===== config.mk =====
export PLATFORM = sky130hd
export DESIGN_NAME = ifid_pipe
export DESIGN_NICKNAME = d
export VERILOG_FILES = /design/src/rtl/ifid_pipe.sv
export SDC_FILE = /design/constraint.sdc
export NUM_CORES = 1
export LEC_CHECK = 0
export CAP_MARGIN = 10
export CORE_ASPECT_RATIO = 2
export CORE_UTILIZATION = 50
export DETAILED_ROUTE_END_ITERATION = 7
export PLACE_DENSITY = 0.79
export SYNTH_ARGS = -nofsm -noshare
export SYNTH_HDL_FRONTEND = slang
export SYNTH_SLANG_ARGS = --single-unit

===== constraint.sdc =====
create_clock -name clock -period 7.9 [get_ports clock]
set_clock_uncertainty 0.05 [all_clocks]
set_input_delay 2.37 -clock clock [delete_from_list [all_inputs] [get_ports clock]]
set_output_delay 2.37 -clock clock [all_outputs]
set_load 0.01 [all_outputs]

===== src/rtl/ifid_pipe.sv =====
// IF/ID pipeline stage: skid FIFO absorbing fetch words during hazard stalls,
// feeding a registered instruction-field decoder with flush and bypass paths.
module ifid_pipe #(
   parameter int          PC_W        = 32,
   parameter int          DEPTH       = 2,
   parameter logic [31:0] NOP_INSTR   = 32'h0000_0000,
   parameter int          ZERO_UNUSED = 0
) (
   input  logic                       clock,
   input  logic                       reset_n,
   input  logic [PC_W-1:0]            PC4,
   input  logic [31:0]                instrucao,
   input  logic                       in_valid,
   output logic                       in_ready,
   input  logic                       IFIDWrite,
   input  logic                       flush,
   output logic                       out_valid,
   output logic [PC_W-1:0]            PC4_out,
   output logic [5:0]                 opcode,
   output logic [4:0]                 rs,
   output logic [4:0]                 rt,
   output logic [4:0]                 rd,
   output logic [4:0]                 shamt,
   output logic [5:0]                 funct,
   output logic [15:0]                address,
   output logic [25:0]                addressJump,
   output logic [$clog2(DEPTH+1)-1:0] count
);

   localparam int CW = $clog2(DEPTH+1);
   localparam int PW = $clog2(DEPTH);

   // Field pack order: opcode, rs, rt, rd, shamt, funct, address, addressJump.
   function automatic logic [73:0] decode(input logic [31:0] w);
      logic [5:0]  f_op;
      logic [4:0]  f_rs, f_rt, f_rd, f_sh;
      logic [5:0]  f_fn;
      logic [15:0] f_ad;
      logic [25:0] f_aj;
      f_op = w[31:26];
      f_rs = w[25:21];
      f_rt = w[20:16];
      f_rd = w[15:11];
      f_sh = w[10:6];
      f_fn = w[5:0];
      f_ad = w[15:0];
      f_aj = w[25:0];
      if (ZERO_UNUSED != 0) begin
         case (f_op)
            6'b000000: begin
               f_ad = '0;
               f_aj = '0;
            end
            6'b100011, 6'b101011, 6'b001001, 6'b001010, 6'b000100: begin
               f_rd = '0;
               f_sh = '0;
               f_fn = '0;
               f_aj = '0;
            end
            default: begin
               f_rs = '0;
               f_rt = '0;
               f_rd = '0;
               f_sh = '0;
               f_fn = '0;
               f_ad = '0;
            end
         endcase
      end
      return {f_op, f_rs, f_rt, f_rd, f_sh, f_fn, f_ad, f_aj};
   endfunction

   localparam logic [73:0] NOP_FIELDS = decode(NOP_INSTR);

   logic [PC_W-1:0] mem_pc [DEPTH];
   logic [31:0]     mem_in [DEPTH];
   logic [PW-1:0]   wr_ptr, rd_ptr;
   logic [73:0]     fields_q;

   logic            xfer, load, pop, bypass, push;
   logic            sel_valid;
   logic [PC_W-1:0] sel_pc;
   logic [31:0]     sel_instr;

   assign in_ready = reset_n && !flush && (count < CW'(DEPTH));
   assign xfer     = in_valid && in_ready;
   assign load     = IFIDWrite && !flush;
   assign pop      = load && (count != '0);
   assign bypass   = load && (count == '0) && xfer;
   assign push     = xfer && !bypass;

   assign {opcode, rs, rt, rd, shamt, funct, address, addressJump} = fields_q;

   always_comb begin
      sel_valid = 1'b0;
      sel_pc    = '0;
      sel_instr = NOP_INSTR;
      if (pop) begin
         sel_valid = 1'b1;
         sel_pc    = mem_pc[rd_ptr];
         sel_instr = mem_in[rd_ptr];
      end else if (bypass) begin
         sel_valid = 1'b1;
         sel_pc    = PC4;
         sel_instr = instrucao;
      end
   end

   // Storage needs no reset: occupancy alone decides what is live.
   always_ff @(posedge clock) begin
      if (push) begin
         mem_pc[wr_ptr] <= PC4;
         mem_in[wr_ptr] <= instrucao;
      end
   end

   always_ff @(posedge clock or negedge reset_n) begin
      if (!reset_n) begin
         count     <= '0;
         wr_ptr    <= '0;
         rd_ptr    <= '0;
         out_valid <= 1'b0;
         PC4_out   <= '0;
         fields_q  <= NOP_FIELDS;
      end else if (flush) begin
         count     <= '0;
         wr_ptr    <= '0;
         rd_ptr    <= '0;
         out_valid <= 1'b0;
         PC4_out   <= '0;
         fields_q  <= NOP_FIELDS;
      end else begin
         if (push) wr_ptr <= wr_ptr + PW'(1);
         if (pop)  rd_ptr <= rd_ptr + PW'(1);
         case ({push, pop})
            2'b10:   count <= count + CW'(1);
            2'b01:   count <= count - CW'(1);
            default: count <= count;
         endcase
         if (load) begin
            out_valid <= sel_valid;
            PC4_out   <= sel_pc;
            fields_q  <= decode(sel_instr);
         end
      end
   end

endmodule


**Word-level counts from Yosys, hierarchy flattened**

Memory sizes are Yosys's and may differ from the RTL's.
Cells that the tools add are included.

- Bits in registers: 111
- Bits in writable memories: 128
- Input bits: 69
- Output and inout bits: 110
- Word-level logic and storage cells: 51
- Memories: 2

- Add/sub/neg operators: 4
- Magnitude comparators: 1
- Eq/ne operators: 2
- Muxes and demuxes: 20
- Reduce and logical (&&, ||, !) cells: 16

Memory list:

| name | depth | bits a word | read ports | clocked after memory_dff | wr ports | line | source |
|---|---|---|---|---|---|---|---|
| mem_in | 2 | 32 | 1 | 0 | 1 | 76 | `logic [31:0] mem_in [DEPTH];` |
| mem_pc | 2 | 32 | 1 | 0 | 1 | 75 | `logic [PC_W-1:0] mem_pc [DEPTH];` |

Operator list:

| cell | count |
|---|---|
| 32-bit 2-to-1 mux | 6 |
| 74-bit 2-to-1 mux | 2 |
| 1-bit 2-to-1 mux | 10 |
| 1-bit logical AND | 8 |
| 2-bit nonzero test | 4 |
| 2-bit case mux with 2 select lines | 1 |
| 3-bit nonzero test | 1 |
| 1-bit adder, second input constant | 2 |
| 2-bit by 1-bit adder with 2-bit output, second input constant | 1 |
| 2-bit by 1-bit equality test with 1-bit output, second input constant | 1 |
| 2-bit equality test, second input constant | 1 |
| 1-bit logical NOT | 2 |
| 2-bit logical NOT | 1 |
| 2-bit < comparator, second input constant | 1 |
| 2-bit 2-to-1 mux | 1 |
| 2-bit by 1-bit subtractor with 2-bit output, second input constant | 1 |

**Logic depth before layout (Yosys ltp)**

- Depth in word-level cells: 10
- Depth in mapped cells: 6
- Gate-level depth less buffers: 3

**Worst setup path before layout**

Ideal clock, no wire load.

- Path kind: input-to-reg
- Start: in IFIDWrite
- End: mem mem_in[1][0] (enable)
- Data arrival time: 7,457 ps
- Data required time: 7,272 ps
- Slack: -185 ps
- Stages: 3
- Path buffers: 1
- Cell sequence: nor2b_1 -> clkbuf_1 -> nor3b_1

- Cells in the longest elaborated chain, start to end: 7

RTL lines:

| item | line | source |
|---|---|---|
| start: declaration | 15 | `input logic IFIDWrite,` |
| 1-bit logical AND | 87 | `assign load = IFIDWrite && !flush;` |
| 1-bit logical AND (2 in a row) | 89 | `assign bypass = load && (count == '0) && xfer;` |
| 1-bit logical NOT | 90 | `assign push = xfer && !bypass;` |
| 1-bit logical AND | 90 |  |
| 1-bit 2-to-1 mux | 111 | `if (push) begin` |
| 1-bit 2-to-1 mux (implied by the code) | 113 | `mem_in[wr_ptr] <= instrucao;` |
| end: declaration | 76 |  |

No other way between the ends.

**Worst setup path in the final report**

- Start: in flush
- End: out in_ready

- Cells in the longest elaborated chain, start to end: 3

RTL lines:

| item | line | source |
|---|---|---|
| start: declaration | 16 | `input logic flush,` |
| 1-bit logical NOT | 85 | `assign in_ready = reset_n && !flush && (count < CW'(DEPTH));` |
| 1-bit logical AND (2 in a row) | 85 |  |
| end: declaration | 14 | `output logic in_ready,` |

No other way between the ends.

==> impl_summary.log <==
INFO  metric design.final.nets = ~750
INFO  metric finalCoreUtilization = 65.3%
INFO  metric dp.cells = approximately 860
INFO  metric synth.yosys.seq_area_share = about two thirds
INFO  metric firstDrtPassIters = 4
INFO  metric met2_length = 9910 um
INFO  metric antenna_violating_nets_post_route = 0
INFO  metric setup_repair_after_global_routing_missed_its_margin = false
INFO  metric area.sequential = 5570 um^2
INFO  metric netlist.area_leader.share = 47.2%
INFO  metric clkTransAtPathRegs = 70 ps
INFO  metric coreArea = around 16,000 um^2
INFO  metric wl_per_cell = ~20 um
INFO  metric critical_path_peak_fanout = 10
INFO  metric power.density_cell_area = 216 nW/um^2
INFO  metric holdBufCountCts = 0
INFO  metric fill_cell_instance_count_of_the_final_layout = approximately 1,100
INFO  metric cp_num_cells = 3
INFO  metric slew_at_the_pin_closest_to_its_max_slew_limit = 1210 ps
INFO  metric antenna_cells = 0
INFO  metric max_slew_margin = slightly below 20%
INFO  metric largest_net_degree_at_the_start_of_global_routing = 68
INFO  metric num_vias = a little over 5,000
INFO  metric cp_data_arrival_time = 3890 ps
INFO  metric timing.final.max_slew_violations = 0
INFO  metric boundaryPins = 179
INFO  metric setup_viol = 0
INFO  metric final.min_clock_period = 6310 ps
INFO  metric timing_worst_setup_path_type = input pin to output port
INFO  metric dr_vias_cell = approximately 5.7
INFO  metric ys_dominant_reg_cell = sky130_fd_sc_hd__edfxtp_1
INFO  metric netlist.top_cell.by_area = sky130_fd_sc_hd__edfxtp_1
INFO  metric dr.max_layer_used = met4
INFO  metric timing.critical_path.cells = clkdlybuf4s50_1 > nor3b_1 > clkdlybuf4s50_1
INFO  metric clock-sinks = between 150 and 200
INFO  metric gr-total-overflow = 0
INFO  metric static-leakage-power = 3.71 nW
INFO  metric detailedPlacementHpwl = between 10,000 and 15,000 um
INFO  metric report.final.hold_viol_count = 0
INFO  metric pre_cts_slack = between 1500 and 2000 ps
INFO  metric synth.avg_cell_area = 14.6 um^2
INFO  metric placement.io_buffers = about 180
INFO  metric startpoint_type = input pin
INFO  metric sum_of_negative_setup_slack = 0 ps
INFO  metric post-synth-top-count-cell = sky130_fd_sc_hd__edfxtp_1
INFO  metric minimum_hold_slack = about 440 ps
INFO  metric synth-seq-cells = 197
INFO  metric area_growth = 27.2%
INFO  metric synth-async-reset-ratio = 35.0%
INFO  metric hold_path_class = register to register
INFO  metric dr.first_iter.drc_count = roughly 260
INFO  metric floorplan.rows = 65
INFO  metric grt_first_pass_wirelength = 28,100 um
INFO  metric cp_slowest_cell = sky130_fd_sc_hd__clkdlybuf4s50_1
INFO  metric cpMostUsedCell = sky130_fd_sc_hd__clkdlybuf4s50_1
INFO  metric run_status = complete, no violations
INFO  metric clockBufferDepth = 2
INFO  metric ys_top_cells_by_count = 128 x sky130_fd_sc_hd__edfxtp_1, 69 x sky130_fd_sc_hd__dfrtp_1, 65 x sky130_fd_sc_hd__mux2i_1, 65 x sky130_fd_sc_hd__nand2_1, 64 x sky130_fd_sc_hd__nand3_1
INFO  metric netlist_instances = ~560
INFO  metric h-tree-depth = 4
INFO  metric r2r_cells = 5
INFO  metric first_global_vias = approximately 5,300
INFO  metric synthesis.area = roughly 8100 um^2
INFO  metric die_area = roughly 17,000 um^2
INFO  metric chipHeight = around 180 um
INFO  metric layout_worst_path_cycle_share = about four fifths
INFO  metric route.detailed.drc = 0
INFO  metric irDropWorstVdd = approximately 0.16 mV
INFO  metric grt_usage = between 20% and 30%
INFO  metric die_width = a little over 90 um
INFO  metric wirelength = 17,900 um
INFO  metric cts.repair.resized = 0
INFO  metric cp.required = 5480 ps
INFO  metric synth.area.top_cells = sky130_fd_sc_hd__edfxtp_1 47%, sky130_fd_sc_hd__dfrtp_1 21%, sky130_fd_sc_hd__mux2i_1 8.0%
INFO  metric synth_enable_flop_cells = between 100 and 150
INFO  metric worst-path-buf-inv = 2
INFO  metric multi_input_comb_area = ~2100 um^2
INFO  metric drive_above_1_share = 12.5%
INFO  metric achievable_frequency = 158 MHz
INFO  metric whs_path_depth = 2
INFO  metric critical_path.max_stage_delay = ~630 ps
INFO  metric post_cts_setup_driven_buffer_insertion_count = 0
INFO  metric ys.warnings.count = 0
INFO  metric finalWeightedCongestion = roughly 0.75
INFO  metric final-instance-count-excl-fill = between 800 and 900
INFO  metric cts_root_buf = sky130_fd_sc_hd__clkbuf_16
INFO  metric clock_tree_from_tritoncts = yes
INFO  metric antenna_found_initial = 0
INFO  metric netlist-cell-type-count = 29
INFO  metric timing.critical_path.to_type = output port
INFO  metric floorplan.initialDensity = between 50% and 60%
INFO  metric insertion_delay = ~430 ps
INFO  metric tritoncts_buffers = 17
INFO  metric maxCapViolCount = 0
INFO  metric wl_met1 = 6690 um
INFO  metric fin_ws = 1590 ps
INFO  metric met3_length = around 780 um
INFO  metric cp_top_family = buffers and inverters
INFO  metric synth.net_count = between 600 and 700
## placed cells by master, fill, tap and decap left out, types with 2 or more instances in the layout
cell,synthesis,layout
sky130_fd_sc_hd__clkinv_4,0,5
sky130_fd_sc_hd__clkbuf_16,0,17
sky130_fd_sc_hd__inv_2,1,2
sky130_fd_sc_hd__nand2b_1,2,2
sky130_fd_sc_hd__mux2i_1,65,65
sky130_fd_sc_hd__bufinv_16,0,2
sky130_fd_sc_hd__nand2_1,65,65
sky130_fd_sc_hd__buf_4,45,7
sky130_fd_sc_hd__o211ai_1,25,25
sky130_fd_sc_hd__nand3_1,64,64
sky130_fd_sc_hd__dfrtp_1,69,68
sky130_fd_sc_hd__o21ai_0,2,2
sky130_fd_sc_hd__clkinv_8,0,2
sky130_fd_sc_hd__edfxtp_1,128,128
sky130_fd_sc_hd__inv_8,0,4
sky130_fd_sc_hd__o211ai_2,39,39
sky130_fd_sc_hd__clkdlybuf4s50_1,0,177
sky130_fd_sc_hd__a21oi_1,3,3
## logic make-up (layout without fill, tap and decap cells)
| family | count (synthesis) | after routing | synth area share, % |
|---|---|---|---|
| muxes | 65 | 65 | 7.99 |
| DFF | 197 | 197 | 68.4 |
| xor gates and xnor gates | 1 | 1 | 0.108 |
| AOI/OAI and AO/OA | 71 | 71 | 8.81 |
| buffers and inverters | 81 | 218 | 6.54 |
| and+or+nand+nor | 143 | 143 | 8.19 |
## power breakdown
part / switching, mW / internal, mW / total, mW
clock network: 0.406 / 0.483 / 0.889
logic: 0.0934 / 0.102 / 0.195
registers: 0.0271 / 1.13 / 1.15
## layer usage
metal | vias to the layer above | global-route usage, %
li1 | 2282 | -
met1 | 2563 | 25.3
met2 | 188 | 39.6
met3 | 31 | 4.17
met4 | 0 | 10.3
met5 | - | 0
## state kept, by name (all words and copies together), names as in the netlist
register / cells
count: 2
wr_ptr: 1
fields_q: 32
mem_in: 64
mem_pc: 64
rd_ptr: 1
out_valid: 1
PC4_out: 32
## final timing paths
check	start	to	slack, ps
setup reg to reg	count[0]	mem_pc[0][16]	4880
hold / removal	PC4_out[25]	PC4_out[25]	440
setup / recovery	flush	in_ready	1590
min in group asynchronous	reset_n	fields_q[47]	1870
hold reg to reg	PC4_out[25]	PC4_out[25]	440
max in group asynchronous	reset_n	rd_ptr	4960
## stage by stage
| stage | area (um^2) | total power, mW |
|---|---|---|
| after global placement | 9740 | 1.36 |
| after detailed placement | 9740 | 1.37 |
| after floorplan | 8150 | 1.26 |
| after CTS | 10400 | 2.25 |
| final | 10400 | 2.24 |
| after global routing | 10400 | 2.31 |
## area by class of cell
| type | instances | area share (%) |
|---|---|---|
| Clock buffer | 17 | 4.10 |
| Clock inverter | 15 | 1.88 |
| Inverter | 2 | 0.0724 |
| Multi-Input combinational cell | 280 | 20.1 |
| Sequential cell | 197 | 53.8 |
| Tap cell | 201 | 2.43 |
| Timing Repair Buffer | 184 | 17.6 |
## worst reg2reg max path, delay by kind of cell, from the launching register on
| family | cells | cell delay [ps] |
|---|---|---|
| buf+inv | 3 | 1520 |
| simple gates | 2 | 550 |
| flops | 1 | 530 |
Power figures use the tool's default switching activity.
==> edit 1: new RTL, config.mk and constraints unchanged <==
The parameter `PC_W` goes from 32 to 36.
--- a/src/rtl/ifid_pipe.sv
+++ b/src/rtl/ifid_pipe.sv
@@ -2,5 +2,5 @@
 // feeding a registered instruction-field decoder with flush and bypass paths.
 module ifid_pipe #(
-   parameter int          PC_W        = 32,
+   parameter int          PC_W        = 36,
    parameter int          DEPTH       = 2,
    parameter logic [31:0] NOP_INSTR   = 32'h0000_0000,
Interface: changed (resized PC4 and PC4_out); port bits go from 179 to 187. The function was not compared with the original's and may differ.
==> edit 1 against the unedited design <==
- global-route usage about the same
- maximum frequency grew 0.65%
- worst setup slack improved by 40 ps
- area after synthesis rose by 4.8%
- wire length rose by 6.6%
- sequential cell count increased by 12
- total power is 0.46% higher
- die area up 4.8%
- synthesized cell count rose by 5.6%
- final area grew 3.6%
- critical endpoint unchanged
- combinational power rose by 4%
==> edit 1: results (changes against the unedited design) <==
stage,metric,value,unit,change
run_status,status,completed,,
synthesis,synth-seq-area-share,0.692,,+0.00830
setup_path,cp_slowest_stage_delay,600,ps,-30 ps
synthesis,netlist_top_cells_count,"136 x edfxtp_1, 73 x dfrtp_1, 69 x mux2i_1, 69 x nand2_1, 68 x nand3_1",,
clock_tree,cts_buffers,18,,+1
synthesis,ys_async_sr_fraction,0.349,,-0.000972
routing,post_drt_wl_per_cell,20.3,um,+1.7%
placement,portBuffers,186,,+4.5%
clock_tree,h-tree-depth,1,,-3
synthesis,synth-edff-count,136,,+6.3%
routing,via_count,5375,,+6.1%
setup_path,reg2reg_from,count[1],,
synthesis,syn_nets,662,,+5.6%
power_and_ir_drop,p_leak,3.77,nW,+1.4%
synthesis,yosys-top-cells-area,"edfxtp_1 48%, dfrtp_1 21%, mux2i_1 8.1%",,
global_route,track_usage,0.222,,+0.000483
placement,place_hpwl,12400,um,+15%
setup_path,rr_worst_depth,4,,-1
finish,biggestRegsByFlops,"mem_pc: 72 flops, mem_in: 64 flops, PC4_out: 36 flops",,
setup_path,crit_arrival,3850,ps,-40 ps
setup_path,r2r_end,mem_pc[0][8],,
finish,drive_gt1_frac,0.0847,,-0.0405
global_route,grt_max_degree,71,,+4.4%
routing,drtPass1Iterations,5,,+1
clock_tree,clk_latency,470,ps,+40 ps
synthesis,netlist.area_leader.share,0.478,,+0.00636
routing,drt-initial-drc-count,285,,+8.4%
sta,max_slew_margin,0.170,,-0.0269
placement,gp_congestion,0.751,,-0.23%
clock_tree,clk_path_buf_depth,3,,+1
setup_path,crit_path_end,in_ready,,
global_route,grt_pass1_wl,29900,um,+6.3%
synthesis,synth_warnings,0,,unchanged
power_and_ir_drop,ir_worst_vdd,206,uV,+28%
-- edit 1: cell types whose count changed after synthesis, sizes merged --
cell and change:
buf +4, nand2 +4, mux2i +4, clkbuf -1, edfxtp +8, dfrtp +4
o211ai +4, nor4bb -1, nand3 +4, and4bb +1
-- edit 1: layout make-up --
type | count | area [sq um]
repair buffers | 193 | 1910
clock inverters | 8 | 31.3
flip-flops and latches | 209 | 5910
fillers | 1233 | 6030
clock buffers | 24 | 514
well taps | 207 | 259
inverters | 2 | 7.51
multi-input cells | 296 | 2100
-- edit 1: how the worst min path moves through the flow --
stage,from,endpoint,slack [ps]
after detailed placement,PC4_out[32],PC4_out[32],440
after CTS,PC4_out[7],PC4_out[7],450
final,PC4_out[32],PC4_out[32],450
after floorplan,mem_in[0][18],fields_q[60],470
after global placement,PC4_out[29],PC4_out[29],430
after global routing,PC4_out[32],PC4_out[32],470
-- edit 1: cells by family after synthesis --
logic type | Yosys count | share of synthesized area
simple gates | 151 | 0.0819
xor+xnor | 1 | 0.00103
mux | 69 | 0.0809
buf+inv | 84 | 0.0661
flops | 209 | 0.692
compound gates | 75 | 0.0782
-- edit 1: power by group --
| group | switching, W | internal, W | leakage, nW |
|---|---|---|---|
| Clock | 0.000367 | 0.000456 | 0.267 |
| Combinational | 0.0000970 | 0.000105 | 1.27 |
| Sequential | 0.0000274 | 0.00119 | 2.23 |
-- edit 1: worst reg2reg max path, cell delays in order, from the launching register on --
cell       delay, ps
dfrtp_1          470
nand4bb_1        320
or3_1            400
inv_2            720
buf_4            490
-- edit 1: metal layers --
layer  up-vias  share of wire  GRT usage
met1      2690           0.36      0.261
li1       2405              -          -
met4         0          0.035     0.0882
met3        48          0.058     0.0313
met2       232           0.55      0.399
met5         -              0          0
-- edit 1: metrics by stage --
| stage | instance area (sq um) | power (W) | cells | hold WS, ps | worst slack, ps |
|---|---|---|---|---|---|
| 5_1_grt | 10700 | 0.00232 | 939 | 469 | 1530 |
| 2_1_floorplan | 8550 | 0.00133 | 589 | 468 | 1800 |
| 6_report | 10700 | 0.00225 | 939 | 445 | 1630 |
| 4_1_cts | 10700 | 0.00226 | 939 | 450 | 1620 |
| 3_3_place_gp | 10200 | 0.00144 | 907 | 426 | 1650 |
| 3_5_place_dp | 10200 | 0.00145 | 907 | 435 | 1660 |
==> edit 2: new RTL, config.mk and constraints unchanged <==
Made on the original files. Register the output `count` once more, cleared by the reset; this adds one clock of latency there. The other outputs are not delayed to match.
--- a/src/rtl/ifid_pipe.sv
+++ b/src/rtl/ifid_pipe.sv
@@ -30,4 +30,6 @@
    localparam int CW = $clog2(DEPTH+1);
    localparam int PW = $clog2(DEPTH);
+
+   logic [$clog2(DEPTH+1)-1:0] count_s0;
 
    // Field pack order: opcode, rs, rt, rd, shamt, funct, address, addressJump.
@@ -83,9 +85,9 @@
    logic [31:0]     sel_instr;
 
-   assign in_ready = reset_n && !flush && (count < CW'(DEPTH));
+   assign in_ready = reset_n && !flush && (count_s0 < CW'(DEPTH));
    assign xfer     = in_valid && in_ready;
    assign load     = IFIDWrite && !flush;
-   assign pop      = load && (count != '0);
-   assign bypass   = load && (count == '0) && xfer;
+   assign pop      = load && (count_s0 != '0);
+   assign bypass   = load && (count_s0 == '0) && xfer;
    assign push     = xfer && !bypass;
 
@@ -117,5 +119,5 @@
    always_ff @(posedge clock or negedge reset_n) begin
       if (!reset_n) begin
-         count     <= '0;
+         count_s0  <= '0;
          wr_ptr    <= '0;
          rd_ptr    <= '0;
@@ -124,5 +126,5 @@
          fields_q  <= NOP_FIELDS;
       end else if (flush) begin
-         count     <= '0;
+         count_s0  <= '0;
          wr_ptr    <= '0;
          rd_ptr    <= '0;
@@ -134,7 +136,7 @@
          if (pop)  rd_ptr <= rd_ptr + PW'(1);
          case ({push, pop})
-            2'b10:   count <= count + CW'(1);
-            2'b01:   count <= count - CW'(1);
-            default: count <= count;
+            2'b10:   count_s0 <= count_s0 + CW'(1);
+            2'b01:   count_s0 <= count_s0 - CW'(1);
+            default: count_s0 <= count_s0;
          endcase
          if (load) begin
@@ -146,4 +148,12 @@
    end
 
+   always_ff @(posedge clock or negedge reset_n) begin
+      if (!reset_n) begin
+         count <= '0;
+      end else begin
+         count <= count_s0;
+      end
+   end
+
 endmodule
 
Behaviour: not the same (a bounded check fails within 4 cycles, from zero or initial values and one cycle with reset_n low).
==> edit 2 against the unedited design <==
- wire length up 3.2%
- final area up 0.69%
- die area up 0.60%
- total power up 0.53%
- worst setup slack better by 37 ps
- sequential cell count up 2
- count of clock-buffer cells in the layout up 1
- area after synthesis up 0.61%
- critical path type unchanged
- critical endpoint unchanged
- largest power group unchanged
- highest routed layer unchanged
==> edit 2: results (changes against the unedited design) <==
stage,metric,value,unit,change
worst_hold_path,hp-start,PC4_out[31],,
global_route,grt_pass1_wl,29100,um,+3.3%
global_route,grt.met2_usage,0.405,,+0.00892
setup_path,slowest_stage,clkdlybuf4s50_1,,
power_and_ir_drop,ir_worst_vdd,152,uV,-5.3%
sta,holdWs,444,ps,+1.24 ps
setup_path,crit_arrival,3860,ps,-30 ps
routing,met2_length,10400,um,+4.7%
global_route,grt_pass1_vias,5461,,+2.2%
finish,finalNetCount,755,,+0.53%
setup_path,r2r_slack,5010,ps,+130 ps
setup_path,rr_worst_depth,4,,-1
sta,worst_slew_pin_slew,1180,ps,-26.6 ps
power_and_ir_drop,p_leak,3.75,nW,+0.96%
synthesis,synthMuxAreaShare,0.0794,,-0.000488
routing,met3_length,765,um,-1.4%
global_route,grt_max_degree,75,,+10%
synthesis,synth_compound_area_frac,0.0876,,-0.000538
synthesis,netlist_top_cells_count,"128 x edfxtp_1, 71 x dfrtp_1, 65 x mux2i_1, 65 x nand2_1, 64 x nand3_1",,
routing,post_drt_wl_per_cell,20.5,um,+2.7%
global_route,track_usage,0.229,,+0.00732
routing,wl_met1,6730,um,+0.60%
routing,drt-initial-drc-count,319,,+21%
setup_path,r2r_end,mem_in[0][12],,
worst_hold_path,whs_endpoint,PC4_out[31],,
finish,antennaDiodeCount,0,,unchanged
synthesis,yosys-top-cells-area,"edfxtp_1 47%, dfrtp_1 22%, mux2i_1 7.9%",,
synthesis,synth_xor_xnor_area_share,0.00107,,-0.00000656
run_status,status,completed,,
synthesis,synth_warnings,0,,unchanged
setup_path,worst-path-max-fanout,10,,unchanged
placement,portBuffers,178,,unchanged
finish,drive_gt1_frac,0.126,,+0.000714
placement,gp_congestion,0.764,,+1.5%
synthesis,syn_nets,629,,+0.32%
setup_path,reg2reg_from,count_s0[1],,
routing,vias_per_cell,5.66,,+0.13%
clock_tree,h-tree-depth,4,,unchanged
synthesis,ys_async_sr_fraction,0.357,,+0.00653
placement,place_hpwl,11200,um,+3.7%
global_route,grt.met1_usage,0.261,,+0.00808
synthesis,synth-seq-area-share,0.686,,+0.00193
global_route,grt_use_met3,0.0419,,+0.000207
placement,placed_area,0.00982,sq mm,+0.80%
[edit 2: metrics by stage]
| step | instances | setup WS (ps) |
|---|---|---|
| CTS | 900 | 1610 |
| global route | 900 | 1550 |
| detailed placement | 868 | 1620 |
| finish | 900 | 1620 |
| floorplan | 560 | 2100 |
| global placement | 868 | 1610 |
[edit 2: cell type report]
cell class	count	area, sq um
multi-input combinational	280	2090
fill	1186	5510
clock inverter	14	185
sequential	199	5620
inverter	2	7.51
clock buffer	18	429
tap	201	251
timing repair buffer	186	1850
[edit 2: where the power goes]
group	switching, W	total, W	internal (W)
Clock	0.000405	0.000889	0.000484
Combinational	0.000105	0.000208	0.000103
Sequential	0.0000162	0.00115	0.00114
Total	0.000526	0.00225	0.00172
[edit 2: worst max-delay path by stage]
stage	startpoint	endpoint	cells past startpoint
5_1_grt	flush	in_ready	3
3_5_place_dp	flush	in_ready	3
6_report	flush	in_ready	3
3_3_place_gp	flush	in_ready	3
4_1_cts	flush	in_ready	3
2_1_floorplan	IFIDWrite	mem_in[1][0]	3
